==> src/rtl/prio_enc_pkg.sv <==
// Shared policy encodings for the registered round-robin priority encoder.
package prio_enc_pkg;

  localparam logic MODE_FIXED = 1'b0;
  localparam logic MODE_RR    = 1'b1;

endpackage

==> src/rtl/prio_find_hi.sv <==
// Combinational highest-set-bit finder over an N-bit vector.
module prio_find_hi #(
  parameter  int N     = 8,
  localparam int IDX_W = $clog2(N)
) (
  input  logic [N-1:0]     vec_i,
  output logic             found_o,
  output logic [IDX_W-1:0] idx_o
);

  // Ascending scan: the last hit written is the highest set index.
  always_comb begin
    found_o = 1'b0;
    idx_o   = '0;
    for (int i = 0; i < N; i++) begin
      if (vec_i[i]) begin
        found_o = 1'b1;
        idx_o   = IDX_W'(i);
      end
    end
  end

endmodule

==> src/rtl/prio_encoder_rr.sv <==
// N-way priority encoder, fixed or round-robin policy, behind a one-entry
// valid/ready output register.
module prio_encoder_rr
  import prio_enc_pkg::*;
#(
  parameter  int N     = 8,
  localparam int IDX_W = $clog2(N)
) (
  input  logic             clk,
  input  logic             rst_n,
  input  logic             ena,
  input  logic             mode,
  input  logic [N-1:0]     req,
  output logic             any_req,
  output logic             out_valid,
  input  logic             out_ready,
  output logic [IDX_W-1:0] out_idx,
  output logic [N-1:0]     out_grant
);

  logic [IDX_W-1:0] ptr_q, ptr_d;
  logic [IDX_W-1:0] idx_q, idx_d;
  logic [N-1:0]     grant_q, grant_d;
  logic             valid_q, valid_d;

  logic [N-1:0]     mask_le_ptr;
  logic             m_found, r_found;
  logic [IDX_W-1:0] m_idx, r_idx, win;
  logic             cap;

  always_comb begin
    mask_le_ptr = '0;
    for (int i = 0; i < N; i++) mask_le_ptr[i] = (IDX_W'(i) <= ptr_q);
  end

  prio_find_hi #(.N(N)) u_find_masked (
    .vec_i   (req & mask_le_ptr),
    .found_o (m_found),
    .idx_o   (m_idx)
  );

  prio_find_hi #(.N(N)) u_find_raw (
    .vec_i   (req),
    .found_o (r_found),
    .idx_o   (r_idx)
  );

  // RR falls back to the raw winner when nothing sits at or below ptr (wrap).
  assign win     = (mode == MODE_RR && m_found) ? m_idx : r_idx;
  assign any_req = r_found;
  assign cap     = ena & any_req & (~valid_q | out_ready);

  always_comb begin
    ptr_d   = ptr_q;
    idx_d   = idx_q;
    grant_d = grant_q;
    valid_d = valid_q;
    if (cap) begin
      valid_d = 1'b1;
      idx_d   = win;
      grant_d = N'(1) << win;
      if (mode == MODE_RR)
        ptr_d = (win == '0) ? IDX_W'(N - 1) : win - IDX_W'(1);
    end else if (valid_q && out_ready) begin
      valid_d = 1'b0;
    end
  end

  always_ff @(posedge clk) begin
    if (!rst_n) begin
      ptr_q   <= IDX_W'(N - 1);
      idx_q   <= '0;
      grant_q <= '0;
      valid_q <= 1'b0;
    end else begin
      ptr_q   <= ptr_d;
      idx_q   <= idx_d;
      grant_q <= grant_d;
      valid_q <= valid_d;
    end
  end

  assign out_valid = valid_q;
  assign out_idx   = idx_q;
  assign out_grant = grant_q;

endmodule

==> config.mk <==
export PLATFORM = sky130hd
export DESIGN_NAME = prio_encoder_rr
export DESIGN_NICKNAME = d
export VERILOG_FILES = /design/src/rtl/prio_enc_pkg.sv /design/src/rtl/prio_find_hi.sv /design/src/rtl/prio_encoder_rr.sv
export SDC_FILE = /design/constraint.sdc
export NUM_CORES = 1
export LEC_CHECK = 0
export BUFFER_PORTS_ARGS = -buffer_cell sky130_fd_sc_hd__buf_2
export CELL_PAD_IN_SITES_DETAIL_PLACEMENT = 0
export CELL_PAD_IN_SITES_GLOBAL_PLACEMENT = 1
export CORE_UTILIZATION = 25
export DETAILED_ROUTE_END_ITERATION = 8
export GPL_TIMING_DRIVEN = 0
export HOLD_SLACK_MARGIN = 0.1
export PLACE_DENSITY = 0.6
export SYNTH_ARGS = -nofsm -noshare
export SYNTH_HDL_FRONTEND = slang
export SYNTH_HIERARCHICAL = 1
export SYNTH_SLANG_ARGS = --single-unit
export TNS_END_PERCENT = 10
==> constraint.sdc <==
create_clock -name clk -period 2.8 [get_ports clk]
set_input_delay 0.14 -clock clk [delete_from_list [all_inputs] [get_ports clk]]
set_output_delay 0.14 -clock clk [all_outputs]
set_load 0.005 [all_outputs]
# Word level (Yosys, flattened, before mapping)
# Index checks and enable logic that the tools add are counted.
# Widths: inputs -> output; s select.
[classes]
reduce_logical = 5
n_lt_le_gt_ge = 8
shifts = 1
n_mux = 34
addsub = 1
bitwise_logic = 5
[ops]
columns = ["op", "count"]
rows = [
  ["$mux 3", 10],
  ["$mux 1", 20],
  ["$le 3x3->1 const A", 4],
  ["$and 8x8->8", 1],
  ["$mux 2", 4],
  ["$shl 1x3->8 const A", 1],
  ["$le 1x3->1 const A", 2],
  ["$le 2x3->1 const A", 2],
  ["$logic_not 3->1", 1],
  ["$sub 3x1->3 const B", 1],
  ["$and 1x1->1", 2],
  ["$logic_and 1x1->1", 2],
  ["$reduce_and 2->1", 1],
  ["$reduce_bool 2->1", 1],
  ["$not 1->1", 1],
  ["$or 1x1->1", 1],
]
[totals]
elab_cells = 58
register_bits = 15
input_bits = 13
output_inout_bits = 13

# Longest topological paths before layout
# Gate-level depths: netlist of the first run.
[depth]
ltp_word = 14
ltp_mapped = 11
mapped_depth_nobuf = 11

# Hierarchy
# Netlist of the first run, hierarchy kept.
[modules_own_cells]
columns = ["mod", "area_each_um2", "cells_per_inst", "n_inst", "seq_area_each_um2"]
rows = [
  ["prio_encoder_rr", 759.5, 77, 1, 300.3],
  ["prio_find_hi", 57.6, 12, 2, 0.0],
]

# Least setup slack after synthesis of the first run
# No wires, ideal clock.
[synth_path]
path_kind = "register -> register"
start = "reg ptr_q[2]"
end = "reg ptr_q[2]"
synth_period_minus_slack_ns = 1.998
path_stages_with_launch = 9
required_time_ns = 2.720
slack_ns = 0.802
setup_ns = 0.080
arrival_ns = 1.918
cell_sequence = "dfxtp_1 > o31a_1 > nor2_1 > nand4_1 > nand2_4 > mux2_2 > nor2_1 > ha_1 > o211ai_1"
[synth_between]
elab_chain_cells = 14
elab_cells_between_ends = 29
cone_classes = "add/sub: 1; order compare: 8; mux: 17; bitwise: 1; reduce/logical: 2"
[synth_rtl]
columns = ["element", "line", "rtl"]
rows = [
  ["from (decl)", "prio_encoder_rr.sv:21", "logic [IDX_W-1:0] ptr_q, ptr_d;"],
  ["from (signal assigned)", "prio_encoder_rr.sv:71", "ptr_q <= IDX_W'(N - 1);"],
  ["from (signal assigned)", "prio_encoder_rr.sv:76", "ptr_q <= ptr_d;"],
  ["$le 1x3->1", "prio_encoder_rr.sv:33", "for (int i = 0; i < N; i++) mask_le_ptr[i] = (IDX_W'(i) <= ptr_q);"],
  ["$and 8x8->8 (*)", "prio_encoder_rr.sv:37", ".vec_i (req & mask_le_ptr),"],
  ["$mux 1 (7 in a row)", "prio_find_hi.sv:16", "if (vec_i[i]) begin"],
  ["$mux 1 (*)", "prio_find_hi.sv:16", ""],
  ["net m_found", "prio_encoder_rr.sv:27", "logic m_found, r_found;"],
  ["$logic_and 1x1->1 (*)", "prio_encoder_rr.sv:49", "assign win = (mode == MODE_RR && m_found) ? m_idx : r_idx;"],
  ["$mux 3 (*)", "prio_encoder_rr.sv:49", ""],
  ["$sub 3x1->3 or $logic_not 3->1 (tied branches)", "prio_encoder_rr.sv:63", "ptr_d = (win == '0) ? IDX_W'(N - 1) : win - IDX_W'(1);"],
  ["$mux 3 (*)", "prio_encoder_rr.sv:63", ""],
]
# The timed path passes the listed nets; every way through them passes the cells marked *.
# A chain may end at the register's enable or synchronous reset.

# Worst setup path in the final report of the first run
# Ends and elaborated chain as after synthesis.

==> flow_metrics.py, run 1 <==
metrics = {
    "outcome": {
        "outcome": "complete, no violations",
    },
    "flow_run": {
        "drv_cap": 0,
    },
    "min_path": {
        "min_to": "out_valid$_SDFFE_PN0P_",
        "min_path_cells": 3,
        "hp-start": "ena",
        "min_path_type": "in2reg",
    },
    "worst_setup_path": {
        "cp.required_ns": 3.02,
        "arrival_ns": 2.47,
        "critPathSlowestCell": "dfxtp_1",
        "r2r_slack_ns": 0.55,
        "worstSetupStartpointType": "register",
        "endpoint_kind": "register",
        "path_delay_family": "simple AND/OR/NAND/NOR gates",
        "cp_slowest_stage_delay_ns": 0.38,
        "crit_path_frequent_cell": "nor2_1",
        "ff2ff_path_depth": 9,
        "path_class": "reg2reg",
        "critPathMaxFanout": 8,
        "r2r_end": "ptr_q[2]$_SDFFE_PN1P_",
        "r2r-start": "ptr_q[2]$_SDFFE_PN1P_",
        "worstSetupPathDepth": 9,
        "crit_chain": "o31a_1 -> nor2_1 -> nand4_1 -> nand2_4 -> mux2i_4 -> inv_2 -> nor2_1 -> ha_1 -> o211ai_1",
        "critPathBufInv": 1,
    },
    "sta": {
        "skew_ns": 0.00944,
        "tightestPinTransition_ns": 0.483,
        "maxSlewHeadroom_pct": 67.8,
        "report.final.hold_viol_count": 0,
        "rsz0062_at_grt": "no",
        "fin_crit_ns": 2.25,
        "max_freq_mhz": 445,
        "report.final.slew_viol_count": 0,
        "tns_ns": 0,
        "finalCritPeriodShare_pct": 80.2,
        "finalSetupViolations": 0,
    },
    "cts": {
        "cts_resized": 0,
        "holdBufCountCts": 0,
        "cts_made_buffers": 3,
        "clock_latency_ns": 0.30,
        "clockBufferDepth": 2,
        "post_cts_buffers": 0,
        "clk_pin_slew_ns": 0.10,
        "cts_sinks": 15,
        "htree_levels": 1,
        "cts_root_buf": "clkbuf_4",
        "cts_tree": "done",
    },
    "die": {
        "ios": 26,
        "chipWidth_um": 61.1,
        "die-area_um2": 3740,
        "initial_core_util_pct": 26.2,
        "core_um2": 3340,
        "fp.dieH_um": 61.1,
        "rows": 21,
    },
    "synth": {
        "synth_cell_types": 31,
        "yosysWarningCount": 6,
        "avgSynthCellArea_um2": 8.66,
        "synth.cell_area_um2": 875,
        "yosysSeqAreaShare_pct": 34.3,
        "synth_seq_cells": 15,
        "syn-num-nets": 117,
        "netlist_instances": 101,
    },
    "routing": {
        "via_count": 803,
        "avgRoutedWirePerCell_um": 11.0,
        "detail-route-antenna-nets": 0,
        "routed_wl_um": 1940,
        "route.detailed.drc": 0,
        "avgViaCountPerCell": 4.56,
        "drtIter0Drc": 30,
        "first_pass_iters": 4,
    },
    "finish": {
        "layout_commonest_cell": "buf_2",
        "fin_nets": 147,
        "drive_gt1_share_pct": 30.8,
        "n_antenna_cell": 0,
        "fin_area_um2": 1080,
        "fin_util_pct": 32.5,
        "syn_to_final_growth_pct": 24.0,
        "final_cell_mix": "buf_2, nand2_1, dfxtp_1",
    },
    "placed_design": {
        "place.gp.congestion": 0.741,
        "place_area_um2": 1060,
        "port_buffers": 25,
        "post-dp-hpwl_um": 1560,
    },
    "global_route": {
        "antenna_found_initial": 0,
        "grt_max_degree": 11,
        "overflow": 0,
        "grt_pass1_vias": 710,
        "grt_pass1_wl_um": 3190,
        "grt_usage_pct": 11.7,
    },
    "power": {
        "p_per_area_nw_per_um2": 443,
        "p_leak_nw": 0.488,
        "ir_drop_mv": 0.255,
    },
}
per-layer routing:
metal,routed length [um],part of all wire [%],GRT usage (%)
met1,920,47,15.5
met2,940,48,18.5
met3,62,3.2,4.41
met4,17,0.88,1.95
met5,0,0,0
synthesized netlist by cell type:
master / n / area share [%]
nor2b_1: 1 / 0.72
dfxtp_1: 15 / 34
and2_1: 1 / 0.72
buf_4: 1 / 0.86
mux2_2: 1 / 1.3
a21boi_0: 5 / 4.3
nand2_4: 1 / 1.3
nand4_1: 3 / 2.1
mux2i_4: 2 / 5.1
o31ai_4: 1 / 2.4
o211a_1: 4 / 4.6
a21oi_1: 5 / 2.9
o31a_1: 1 / 1.0
nor2_1: 9 / 3.9
and3_1: 1 / 0.72
clkbuf_1: 2 / 0.86
o21a_1: 1 / 0.86
inv_4: 1 / 0.72
and2b_1: 1 / 0.86
clkinv_1: 2 / 0.86
o31ai_1: 6 / 5.1
ha_1: 3 / 4.3
inv_1: 2 / 0.86
o31ai_2: 1 / 1.4
nand3_4: 1 / 2.0
nand3_1: 9 / 5.1
and4_1: 1 / 1.0
o211ai_1: 2 / 1.7
nand2b_1: 1 / 0.72
nand2_1: 15 / 6.4
inv_2: 2 / 0.86
power breakdown:
part           switching (W)  internal, W  leakage (nW)
Combinational      0.0000668    0.0000493         0.347
Clock              0.0000758    0.0000532        0.0177
Sequential        0.00000959     0.000226         0.123
Total               0.000152     0.000329         0.488
cell type report:
class / count / area [um2]
Fill cell: 371 / 2250
Multi-Input combinational cell: 76 / 531
Sequential cell: 15 / 300
Timing Repair Buffer: 25 / 125
Tap cell: 46 / 57.6
Inverter: 7 / 28.8
Clock buffer: 3 / 22.5
Buffer: 3 / 15.0
Clock inverter: 1 / 5.00
per-stage QoR:
| step | total power (W) | hold WS [ns] | cells | worst slack (ns) |
|---|---|---|---|---|
| CTS | 0.000488 | 0.136 | 176 | 0.538 |
| floorplan | 0.000319 | 0.294 | 101 | 0.802 |
| finish | 0.000481 | 0.140 | 176 | 0.554 |
| global placement | 0.000358 | 0.450 | 172 | 0.560 |
| global route | 0.000515 | 0.148 | 176 | 0.382 |
| detailed placement | 0.000358 | 0.454 | 172 | 0.561 |
cells by family (layout without fill, tap and decap cells):
group                    count (synthesis)  in the layout  synth area share, %
AO/OA/AOI/OAI                           26             26                 24.3
adder cells (fa/ha/maj)                  3              3                 4.29
buffers and inverters                   10             39                 5.01
flip-flops                              15             15                 34.3
multiplexers                             3              3                 6.44
AND/OR/NAND/NOR                         44             44                 25.6
sequential cells by signal (all words and copies together), names as in the netlist:
register,count
out_grant,8
out_idx,3
ptr_q,3
out_valid,1
worst min-delay path: cells and delay by family:
kind | cells | cell delay (ns)
buffers and inverters | 1 | 0.11
AND/OR/NAND/NOR | 1 | 0.07
AO/OA/AOI/OAI | 1 | 0.08
worst max-delay path by stage:
stage	from	end	slack [ns]
6_report	ptr_q[2]$_SDFFE_PN1P_	ptr_q[2]$_SDFFE_PN1P_	0.55
5_1_grt	ptr_q[1]$_SDFFE_PN1P_	ptr_q[2]$_SDFFE_PN1P_	0.38
4_1_cts	ptr_q[2]$_SDFFE_PN1P_	ptr_q[2]$_SDFFE_PN1P_	0.54
3_5_place_dp	ptr_q[2]$_SDFFE_PN1P_	ptr_q[2]$_SDFFE_PN1P_	0.56
3_3_place_gp	ptr_q[2]$_SDFFE_PN1P_	ptr_q[2]$_SDFFE_PN1P_	0.56
2_1_floorplan	ptr_q[2]$_SDFFE_PN1P_	ptr_q[2]$_SDFFE_PN1P_	0.80
Power figures use the tool's default switching activity.
==> run 2: changes to the inputs <==
--- a/config.mk
+++ b/config.mk
@@ -12,7 +12,7 @@
 export DETAILED_ROUTE_END_ITERATION = 8
 export GPL_TIMING_DRIVEN = 0
 export HOLD_SLACK_MARGIN = 0.1
-export PLACE_DENSITY = 0.6
+export PLACE_DENSITY = 0.62
 export SYNTH_ARGS = -nofsm -noshare
 export SYNTH_HDL_FRONTEND = slang
 export SYNTH_HIERARCHICAL = 1
==> constraint.sdc (replaced) <==
create_clock -name clk -period 2 [get_ports clk]
set_input_delay 0.1 -clock clk [delete_from_list [all_inputs] [get_ports clk]]
set_output_delay 0.1 -clock clk [all_outputs]
set_load 0.005 [all_outputs]
==> run 2 against run 1 <==
The flow now finishes with violations (negative setup slack). Utilization increased by 2.7 points. Largest cell class unchanged. Sequential power rose by 40%. Highest routed layer is now met3. Register-to-register slack got worse by 0.56 ns. Sequential share of layout area decreased by 1.5 points.
==> flow_metrics.py, run 2 (same netlist as run 1, synthesis figures left out) <==
metrics = {
    "outcome": {
        "outcome": "finished with violations",
        "violations": "negative setup slack",
    },
    "cts": {
        "clk_pin_slew_ns": 0.09,
        "clock_latency_ns": 0.29,
        "clockBufferDepth": 2,
        "cts_made_buffers": 3,
        "htree_levels": 1,
        "cts_tree": "done",
        "cts_sinks": 15,
        "cts_root_buf": "clkbuf_4",
    },
    "routing": {
        "avgViaCountPerCell": 4.52,
        "drtIter0Drc": 15,
        "route.detailed.drc": 0,
        "via_count": 823,
        "avgRoutedWirePerCell_um": 11.6,
        "detail-route-antenna-nets": 0,
        "first_pass_iters": 4,
        "routed_wl_um": 2110,
    },
    "worst_setup_path": {
        "path_class": "reg2reg",
        "cp.required_ns": 2.20,
        "endpoint_kind": "register",
        "arrival_ns": 2.21,
        "worstSetupStartpointType": "register",
        "critPathMaxFanout": 7,
    },
    "finish": {
        "fin_util_pct": 35.2,
        "fin_area_um2": 1170,
        "finalNonFillerCells": 182,
        "n_antenna_cell": 0,
        "layout_commonest_cell": "buf_2",
        "final_cell_mix": "buf_2, nand2_1, dfxtp_1",
        "drive_gt1_share_pct": 39.0,
        "largest_reg_flops": 8,
        "syn_to_final_growth_pct": 34.2,
        "fin_nets": 153,
    },
    "global_route": {
        "grt_usage_pct": 12.8,
        "grt_pass1_vias": 757,
        "grt_pass1_wl_um": 3470,
        "grt_max_degree": 11,
        "antenna_found_initial": 0,
        "overflow": 0,
    },
    "die": {
        "initial_core_util_pct": 26.2,
        "ios": 26,
        "die-area_um2": 3740,
        "core_um2": 3340,
        "chipWidth_um": 61.1,
        "fp.dieH_um": 61.1,
        "rows": 21,
    },
    "placed_design": {
        "place.gp.congestion": 0.818,
        "place_area_um2": 1060,
        "port_buffers": 25,
        "dp_cells": 172,
        "post-dp-hpwl_um": 1650,
        "pre_cts_ws_ns": -0.238,
    },
    "power": {
        "p_leak_nw": 0.523,
        "ir_drop_mv": 0.300,
        "finalPower_w": 0.000702,
        "p_per_area_nw_per_um2": 598,
    },
    "min_path": {
        "min_path_type": "in2reg",
    },
    "sta": {
        "fin_crit_ns": 2.01,
        "report.final.slew_viol_count": 0,
        "finalSetupViolations": 1,
        "report.final.hold_viol_count": 0,
        "postLayoutSetupSlackWorst_ns": -0.00810,
        "skew_ns": 0.00636,
        "tightestPinTransition_ns": 0.452,
        "rsz0062_at_grt": "yes",
        "maxSlewHeadroom_pct": 69.9,
        "max_freq_mhz": 498,
        "finalCritPeriodShare_pct": 100,
    },
    "flow_run": {
        "drv_cap": 0,
    },
}
## run 2: layout make-up
cell class	instances	area [um2]
Buffer	3	15.0
Clock buffer	4	26.3
Fill cell	374	2160
Inverter	7	28.8
Multi-Input combinational cell	76	568
Sequential cell	15	308
Tap cell	46	57.6
Timing Repair Buffer	31	170
## run 2: timing repair
item / CTS / global route
gates cloned: 0 / 0
setup endpoints to repair: 6 / 10
hold buffers: 0 / 0
pin swaps: 6 / 4
buffers inserted: 6 / 0
gates resized for setup: 10 / 6
## run 2: where the power goes
| group | internal, W | switching, W | total (W) |
|---|---|---|---|
| combinational | 0.0000907 | 0.000108 | 0.000199 |
| sequential | 0.000316 | 0.0000138 | 0.000330 |
| clock | 0.0000775 | 0.0000950 | 0.000172 |
| total | 0.000484 | 0.000217 | 0.000702 |
## run 2: critical path, cell delays in order (launching register included)
cell and delay, ns:
dfxtp_4 0.37, o31a_1 0.32, nor2_2 0.10, nand4_1 0.14, nand2_4 0.14, mux2_4 0.35, nor2_4 0.14, ha_4 0.21
o211ai_1 0.15
## run 2: final timing paths
kind | start | end | slack, ns | depth (start not counted)
setup / recovery | ptr_q[1]$_SDFFE_PN1P_ | ptr_q[2]$_SDFFE_PN1P_ | -0.008 | 8
hold / removal | ena | out_valid$_SDFFE_PN0P_ | 0.13 | 3
setup reg to reg | ptr_q[1]$_SDFFE_PN1P_ | ptr_q[2]$_SDFFE_PN1P_ | -0.008 | 8
hold reg to reg | out_grant[0]$_SDFFE_PN0P_ | out_grant[0]$_SDFFE_PN0P_ | 0.45 | 2
## run 2: metal layers
layer	track usage (%)	part of all wire, %	vias up
met2	21.7	49	14
met4	1.95	0	0
met5	0	0	-
met1	16.2	47	376
met3	3.78	3.9	0
li1	-	-	433
## run 2: per-stage QoR
| stage | setup TNS, ns | hold WS, ns |
|---|---|---|
| after floorplan | 0 | 0.254 |
| after global placement | -0.844 | 0.430 |
| after detailed placement | -0.834 | 0.429 |
| after CTS | -0.0731 | 0.127 |
| after global routing | -0.571 | 0.130 |
| final | -0.00810 | 0.128 |
==> run 3: changes to the inputs <==
--- a/config.mk
+++ b/config.mk
@@ -7,12 +7,13 @@
 export LEC_CHECK = 0
 export BUFFER_PORTS_ARGS = -buffer_cell sky130_fd_sc_hd__buf_2
 export CELL_PAD_IN_SITES_DETAIL_PLACEMENT = 0
-export CELL_PAD_IN_SITES_GLOBAL_PLACEMENT = 1
+export CELL_PAD_IN_SITES_GLOBAL_PLACEMENT = 2
 export CORE_UTILIZATION = 25
 export DETAILED_ROUTE_END_ITERATION = 8
 export GPL_TIMING_DRIVEN = 0
 export HOLD_SLACK_MARGIN = 0.1
-export PLACE_DENSITY = 0.62
+export PLACE_DENSITY = 0.74
+export RECOVER_POWER = 50
 export SYNTH_ARGS = -nofsm -noshare
 export SYNTH_HDL_FRONTEND = slang
 export SYNTH_HIERARCHICAL = 1
==> run 3 against run 2 <==
The flow still finishes with violations (negative setup slack). Die area is the same. Routed wire length shrank 4.4%. First-iteration DRC count shrank 6.7%. Final cell count shrank 1.6%. Sequential cell count is the same.
==> flow_metrics.py, run 3 (same netlist as run 1, synthesis figures left out) <==
metrics = {
    "finish": {
        "largest_reg_flops": 8,
        "fin_util_pct": 34.0,
        "n_antenna_cell": 0,
        "drive_gt1_share_pct": 31.6,
        "layout_commonest_cell": "buf_2",
        "fill_cells": 376,
        "finalNonFillerCells": 179,
        "fin_nets": 150,
        "final_cell_mix": "buf_2, nand2_1, dfxtp_1",
        "syn_to_final_growth_pct": 29.8,
    },
    "sta": {
        "finalCritPeriodShare_pct": 100,
        "postLayoutSetupSlackWorst_ns": -0.00985,
        "max_freq_mhz": 498,
        "report.final.hold_viol_count": 0,
        "tightestPinTransition_ns": 0.476,
        "report.final.slew_viol_count": 0,
        "finalSetupViolations": 1,
        "rsz0062_at_grt": "yes",
        "maxSlewHeadroom_pct": 68.2,
        "fin_crit_ns": 2.01,
        "skew_ns": 0.000445,
    },
    "global_route": {
        "antenna_found_initial": 0,
        "grt_usage_pct": 12.1,
        "grt_pass1_vias": 709,
        "grt_pass1_wl_um": 3280,
        "overflow": 0,
        "grt_max_degree": 11,
    },
    "power": {
        "p_leak_nw": 0.478,
        "p_per_area_nw_per_um2": 607,
        "ir_drop_mv": 0.317,
    },
    "worst_setup_path": {
        "critPathMaxFanout": 7,
        "arrival_ns": 2.21,
        "cp.required_ns": 2.20,
        "endpoint_kind": "register",
        "worstSetupStartpointType": "register",
        "r2r_slack_ns": -0.01,
        "path_class": "reg2reg",
    },
    "die": {
        "die-area_um2": 3740,
        "fp.dieH_um": 61.1,
        "initial_core_util_pct": 26.2,
        "rows": 21,
        "ios": 26,
        "chipWidth_um": 61.1,
        "core_um2": 3340,
    },
    "cts": {
        "holdBufCountCts": 0,
        "htree_levels": 1,
        "cts_tree": "done",
        "clk_pin_slew_ns": 0.09,
        "clockBufferDepth": 2,
        "cts_sinks": 15,
        "cts_root_buf": "clkbuf_4",
        "clock_latency_ns": 0.28,
        "cts_made_buffers": 3,
    },
    "min_path": {
        "min_path_type": "in2reg",
    },
    "placed_design": {
        "port_buffers": 25,
        "pre_cts_ws_ns": -0.244,
        "dp_cells": 172,
        "place.gp.congestion": 0.816,
        "post-dp-hpwl_um": 1610,
    },
    "routing": {
        "avgViaCountPerCell": 4.54,
        "first_pass_iters": 4,
        "avgRoutedWirePerCell_um": 11.3,
        "routed_wl_um": 2020,
        "drtIter0Drc": 14,
        "route.detailed.drc": 0,
        "detail-route-antenna-nets": 0,
        "via_count": 813,
    },
    "outcome": {
        "outcome": "finished with violations",
        "violations": "negative setup slack",
    },
    "flow_run": {
        "drv_cap": 0,
    },
}
run 3: metal layers:
layer  vias up  part of all wire [%]  GRT usage (%)  wire length (um)
met5         -                     0              0                 0
met4         0                     0           1.95                 0
met1       368                    51           16.8              1030
met2        16                    44           18.6               896
li1        429                     -              -                 -
met3         0                   4.7           3.78                95
run 3: stage by stage:
| step | TNS (ns) | hold slack (ns) | power, W | cell area, um2 |
|---|---|---|---|---|
| after floorplan | 0 | 0.254 | 0.000446 | 875 |
| after global placement | -0.932 | 0.423 | 0.000502 | 1060 |
| after detailed placement | -0.934 | 0.424 | 0.000503 | 1060 |
| after CTS | -0.148 | 0.116 | 0.000692 | 1130 |
| after global routing | -0.651 | 0.118 | 0.000746 | 1130 |
| final | -0.00985 | 0.125 | 0.000689 | 1130 |
run 3: where the power goes:
part	leakage (nW)	switching [W]	total, W	internal, W
combinational	0.340	0.000105	0.000187	0.0000822
sequential	0.123	0.0000130	0.000329	0.000316
clock	0.0150	0.0000955	0.000173	0.0000774
total	0.478	0.000214	0.000689	0.000476
run 3: area by class of cell:
| class | count | area [um2] | area share [%] |
|---|---|---|---|
| Buffer | 3 | 15.0 | 1.32 |
| Clock buffer | 4 | 26.3 | 2.32 |
| Inverter | 7 | 28.8 | 2.54 |
| Multi-Input combinational cell | 76 | 559 | 49.3 |
| Sequential cell | 15 | 308 | 27.1 |
| Tap cell | 46 | 57.6 | 5.07 |
| Timing Repair Buffer | 28 | 140 | 12.3 |
run 3: worst max-delay path: stages (launching register included):
cell      delay, ns
dfxtp_4        0.37
o31a_1         0.31
nor2_2         0.12
nand4_1        0.14
nand2_4        0.15
mux2_4         0.35
nor2_4         0.15
ha_4           0.20
o211ai_1       0.14
run 3: final timing paths:
| path | startpoint | to | cells past startpoint |
|---|---|---|---|
| max | ptr_q[1]$_SDFFE_PN1P_ | ptr_q[2]$_SDFFE_PN1P_ | 8 |
| min | ena | out_valid$_SDFFE_PN0P_ | 3 |
| max reg2reg | ptr_q[1]$_SDFFE_PN1P_ | ptr_q[2]$_SDFFE_PN1P_ | 8 |
| min reg2reg | out_grant[2]$_SDFFE_PN0P_ | out_grant[2]$_SDFFE_PN0P_ | 2 |
run 3: repair_timing:
| item | in CTS | in global routing |
|---|---|---|
| setup buffers | 2 | 1 |
| endpoints found under the setup margin | 6 | 9 |
| pin swaps | 5 | 3 |
| resized for setup | 10 | 2 |
| hold endpoints to repair | 0 | 0 |
